<file path="config.mk">
export PLATFORM = sky130hd
export DESIGN_NAME = mmio_initiator
export DESIGN_NICKNAME = d
export VERILOG_FILES = /design/src/rtl/mmio_pkg.sv /design/src/rtl/mmio_initiator.sv
export SDC_FILE = /design/constraint.sdc
export NUM_CORES = 1
export LEC_CHECK = 0
export ABC_AREA = 1
export CORE_MARGIN = 4
export CORE_UTILIZATION = 44
export CTS_BUF_LIST = sky130_fd_sc_hd__clkbuf_4 sky130_fd_sc_hd__clkbuf_8 sky130_fd_sc_hd__clkbuf_16
export DETAILED_ROUTE_END_ITERATION = 8
export GPL_ROUTABILITY_DRIVEN = 0
export PLACE_DENSITY = 0.86
export SYNTH_ARGS = -nofsm -noshare
export SYNTH_HDL_FRONTEND = slang
export SYNTH_SLANG_ARGS = --single-unit
</file>
<file path="constraint.sdc">
create_clock -name clk -period 4.2 [get_ports clk]
set_clock_uncertainty 0.15 [all_clocks]
set_input_delay 0.63 -clock clk [delete_from_list [all_inputs] [get_ports clk]]
set_output_delay 0.63 -clock clk [all_outputs]
set_load 0.1 [all_outputs]
</file>
<file path="src/rtl/mmio_pkg.sv">
// Shared types for the MMIO bus initiator: FSM states, latched request and held response.
package mmio_pkg;

  localparam int TAG_MAX_W = 8;
  localparam logic [31:0] TIMEOUT_DATA = 32'hFFFF_FFFF;

  typedef enum logic [1:0] {
    IDLE   = 2'd0,
    ISSUE  = 2'd1,
    WAIT_R = 2'd2,
    RESP   = 2'd3
  } state_t;

  typedef struct packed {
    logic                 we;
    logic [31:0]          addr;
    logic [3:0]           wmask;
    logic [31:0]          wdata;
    logic [TAG_MAX_W-1:0] tag;
  } MmioReq_t;

  typedef struct packed {
    logic [31:0]          data;
    logic                 err;
    logic [TAG_MAX_W-1:0] tag;
  } MmioResp_t;

endpackage

</file>
<file path="src/rtl/mmio_initiator.sv">
// Single-outstanding MMIO bus initiator; optional rvalid timeout under MMIO_TIMEOUT_EN.
// Latency: read accept->resp 3 cycles min, write 2, misaligned 1.
// Backpressure: rbusy holds the strobe cycle; resp held stable until resp_ready, req_ready only in IDLE.
module mmio_initiator
  import mmio_pkg::*;
#(
  parameter int TAG_W       = 4,
  parameter int TIMEOUT_CYC = 256
) (
  input  logic             clk,
  input  logic             rst,
  input  logic             IN_req_valid,
  output logic             OUT_req_ready,
  input  logic             IN_req_we,
  input  logic [31:0]      IN_req_addr,
  input  logic [3:0]       IN_req_wmask,
  input  logic [31:0]      IN_req_wdata,
  input  logic [TAG_W-1:0] IN_req_tag,
  output logic             OUT_resp_valid,
  input  logic             IN_resp_ready,
  output logic [31:0]      OUT_resp_data,
  output logic             OUT_resp_err,
  output logic [TAG_W-1:0] OUT_resp_tag,
  output logic             OUT_re,
  output logic [29:0]      OUT_raddr,
  input  logic [31:0]      IN_rdata,
  input  logic             IN_rbusy,
  input  logic             IN_rvalid,
  output logic             OUT_we,
  output logic [3:0]       OUT_wmask,
  output logic [29:0]      OUT_waddr,
  output logic [31:0]      OUT_wdata
);

  state_t    state, state_nxt;
  MmioReq_t  req, in_req;
  MmioResp_t resp;
  logic      re, we, resp_valid;
  logic      accept, misaligned, req_we_nxt, timeout;

  assign in_req = '{we:    IN_req_we,
                    addr:  IN_req_addr,
                    wmask: IN_req_wmask,
                    wdata: IN_req_wdata,
                    tag:   TAG_MAX_W'(IN_req_tag)};

  assign OUT_req_ready = (state == IDLE) && rst;
  assign accept        = IN_req_valid && OUT_req_ready;
  assign misaligned    = (in_req.addr[1:0] != 2'b00);
  assign req_we_nxt    = accept ? in_req.we : req.we;

`ifdef MMIO_TIMEOUT_EN
  localparam int CNT_W = (TIMEOUT_CYC > 1) ? $clog2(TIMEOUT_CYC) : 1;
  logic [CNT_W-1:0] tmo_cnt;

  // Counts WAIT_R cycles; value N means this is the (N+1)th cycle spent waiting.
  always_ff @(posedge clk or negedge rst) begin
    if (!rst) begin
      tmo_cnt <= '0;
    end else if (state != WAIT_R && state_nxt == WAIT_R) begin
      tmo_cnt <= '0;
    end else if (state == WAIT_R) begin
      tmo_cnt <= tmo_cnt + 1'b1;
    end
  end

  assign timeout = (state == WAIT_R) && (tmo_cnt == CNT_W'(TIMEOUT_CYC - 1));
`else
  localparam int unused_timeout_cyc = TIMEOUT_CYC;
  assign timeout = 1'b0;
`endif

  always_comb begin
    state_nxt = state;
    case (state)
      IDLE:    if (accept) state_nxt = misaligned ? RESP : ISSUE;
      ISSUE:   if (!IN_rbusy) state_nxt = req.we ? RESP : WAIT_R;
      WAIT_R:  if (IN_rvalid || timeout) state_nxt = RESP;
      RESP:    if (IN_resp_ready) state_nxt = IDLE;
      default: state_nxt = IDLE;
    endcase
  end

  always_ff @(posedge clk or negedge rst) begin
    if (!rst) begin
      state      <= IDLE;
      req        <= '0;
      resp       <= '0;
      re         <= 1'b0;
      we         <= 1'b0;
      resp_valid <= 1'b0;
    end else begin
      state      <= state_nxt;
      re         <= (state_nxt == ISSUE) && !req_we_nxt;
      we         <= (state_nxt == ISSUE) &&  req_we_nxt;
      resp_valid <= (state_nxt == RESP);
      if (accept) begin
        req       <= in_req;
        resp.tag  <= in_req.tag;
        resp.data <= '0;
        resp.err  <= misaligned;
      end
      // rvalid takes priority over a timeout landing in the same cycle.
      if (state == WAIT_R && IN_rvalid) begin
        resp.data <= IN_rdata;
        resp.err  <= 1'b0;
      end else if (timeout) begin
        resp.data <= TIMEOUT_DATA;
        resp.err  <= 1'b1;
      end
    end
  end

  assign OUT_re         = re;
  assign OUT_we         = we;
  assign OUT_raddr      = req.addr[31:2];
  assign OUT_waddr      = req.addr[31:2];
  assign OUT_wmask      = req.wmask;
  assign OUT_wdata      = req.wdata;
  assign OUT_resp_valid = resp_valid;
  assign OUT_resp_data  = resp.data;
  assign OUT_resp_err   = resp.err;
  assign OUT_resp_tag   = resp.tag[TAG_W-1:0];

  logic unused_bits;
  assign unused_bits = ^{req.tag, req.addr[1:0], resp.tag};

  a_one_strobe: assert property (@(posedge clk) disable iff (!rst) !(re && we));

endmodule

</file>
==> flow_summary.json <==
{
  "status": "complete, no violations",
  "use_met3_pct": 5.849,
  "ys_async_sr_fraction_pct": 100.0,
  "max_stage_delay_ns": 1.16,
  "clk_pin_slew_ns": 0.07,
  "critPathCaptureType": "primary output",
  "root_buffer": "clkbuf_16",
  "critPathTopFamily": "buffers and inverters",
  "synth_edf_count": 0,
  "met2_usage_pct": 30.71,
  "drc_errors": 0,
  "r2r_cells": 4,
  "rsz0062_at_grt": "false",
  "cap_violations": 0,
  "wl_per_cell_um": 14.27,
  "yosysTopAreaCell": "dfrtp_1",
  "vias_per_cell": 4.533,
  "crit_type": "register to primary output",
  "final_cell_area_um2": 7184,
  "worstPathMaxFanout": 3,
  "drive_gt1_share_pct": 3.933,
  "synth.most_common_cell": "dfrtp_1",
  "synth_top_area_share_pct": 53.58,
  "syn-num-nets": 679,
  "hold_path_class": "primary input to asynchronous set/reset pin",
  "layout_worst_path_cycle_share_pct": 63.69,
  "drtIter0Drc": 251,
  "hold_ws_ns": 0.1463,
  "postPlaceCellArea_um2": 6883,
  "drtAntennaViolNets": 0,
  "cts_max_level": 3,
  "n_antenna_cell": 0,
  "netlist_top_cells_area": "dfrtp_1 (54%), buf_4 (15%), o21ai_0 (8.3%)",
  "numCtsBuffers": 9,
  "hold_violations": 0,
  "yosysSeqAreaShare_pct": 53.58,
  "cts.path.max_buffers": 2,
  "worst_slew_pin_slew_ns": 1.038,
  "setup-violations-final": 0,
  "dieHeight_um": 115.6,
  "cts_sinks": 109,
  "fin_setup_tns_ns": 0,
  "yosys_warnings": 0,
  "cts_resized": 0,
  "yosys_register_bits": 109,
  "grt_overflow": 0,
  "layout.cells.non_filler": 855,
  "grt_pass1_vias": 3875,
  "max_freq_ghz": 0.3739,
  "die-area_um2": 13360,
  "grt_first_pass_wirelength_um": 18890,
  "crit_buf_inv": 1,
  "core-area_um2": 11370,
  "netlist_instances": 568,
  "pin_count": 248,
  "start_util_pct": 44.78,
  "relSlewSlack_pct": 30.57,
  "syn_to_final_growth_pct": 41.12,
  "cts_tree": "built",
  "r2r_slack_ns": 2.08,
  "cp_data_arrival_time_ns": 1.89,
  "top_usage_layer": "met2",
  "reg2reg_to": "OUT_resp_data[4]",
  "synthTopCellsByCount": "dfrtp_1 (109), inv_1 (108), buf_4 (100), o21ai_0 (84), nand2_1 (78)",
  "cpMaxStageDelayCell": "clkdlybuf4s50_1",
  "placementRows": 39,
  "die_w_um": 115.6,
  "grtUsageMet1_pct": 21.19,
  "r2r_start": "state[0]",
  "drtPass1Iterations": 4,
  "hpwl_um": 9279,
  "synth_cell_types": 17,
  "dp.cells": 839,
  "critical_path.startpoint_type": "register",
  "portBuffers": 247,
  "hold_buffers": 0,
  "cts_setup_buffers": 0,
  "crit_required_ns": 3.42,
  "nNetsFinal": 818,
  "vias": 3876,
  "drv_slew": 0,
  "netlist_area_um2": 5091,
  "crit_chain": "clkdlybuf4s50_1",
  "grt_use_total_pct": 17.72,
  "grt_max_degree": 101,
  "clk_latency_ns": 0.34,
  "post-route-min-period_ns": 2.675,
  "synth_flop_cell": "dfrtp_1",
  "drt_wl_total_um": 12200,
  "grt_antenna_before_repair": 0,
  "syn-mean-instance-area_um2": 8.963
}
cell type report:
cell class	instances	area, µm²
Timing Repair Buffer	250	2502
Clock inverter	6	62.56
Tap cell	143	178.9
Fill cell	952	4185
Sequential cell	109	2728
Inverter	109	409.1
Clock buffer	10	239.0
Multi-Input combinational cell	228	1065
routing by layer:
layer	share of wire [%]	wire [µm]	vias up
met1	39	4747	1786
met2	50	6045	163
met4	1.5	184	0
met3	10	1224	18
met5	0	0	-
li1	-	-	1909
worst max-delay path by stage:
stage                   from                end  slack, ns  depth (start not counted)
6_report       OUT_raddr[27]      OUT_waddr[27]       1.53                          1
4_1_cts        OUT_raddr[20]      OUT_raddr[20]       1.51                          1
3_5_place_dp       IN_rvalid  OUT_resp_data[26]       1.42                          4
2_1_floorplan            rst      OUT_req_ready       0.61                          1
3_3_place_gp             rst             OUT_re       1.58                          6
5_1_grt        OUT_raddr[20]      OUT_waddr[20]       1.48                          1
worst register-to-register path: stages (launching register included):
cell	delay, ns
dfrtp_1	0.43
inv_1	0.10
nand3_2	0.75
nand3_1	0.38
o21ai_0	0.14
cells by family after synthesis:
kind of cell,synth area share [%]
and+or+nand+nor,10.42
buffers and inverters,25.61
DFF,53.58
AOI/OAI and AO/OA,10.40
flip-flops by register name (all words and copies together) (netlist names):
name,cells
OUT_raddr,30
OUT_wdata,32
state,2
OUT_wmask,4
req,1
OUT_re,1
OUT_resp_err,1
OUT_resp_valid,1
OUT_we,1
OUT_resp_data,32
OUT_resp_tag,4
metrics by stage:
stage / setup WS [ns] / utilization (%)
2_1_floorplan: 0.6077 / -
3_3_place_gp: 1.584 / 60.54
3_5_place_dp: 1.424 / 60.54
4_1_cts: 1.507 / 63.19
5_1_grt: 1.478 / 63.19
6_report: 1.525 / 63.19
cell usage in the layout, fill, tap and decap left out:
| cell type | n |
|---|---|
| buf_12 | 1 |
| buf_4 | 4 |
| bufinv_16 | 1 |
| clkbuf_16 | 9 |
| clkbuf_8 | 1 |
| clkdlybuf4s50_1 | 245 |
| clkinv_2 | 2 |
| clkinvlp_4 | 3 |
| dfrtp_1 | 109 |
| inv_1 | 108 |
| inv_2 | 1 |
| nand2_1 | 78 |
| nand3_1 | 34 |
| nand3_2 | 1 |
| nand3_4 | 1 |
| nor2_1 | 5 |
| nor2_2 | 2 |
| nor3b_1 | 1 |
| o21ai_0 | 84 |
| o21ai_1 | 20 |
| o21ai_2 | 1 |
| or2_2 | 1 |
Power is not shown: default switching activity piles up to over one toggle a cycle in this logic, so the estimate is an artifact.
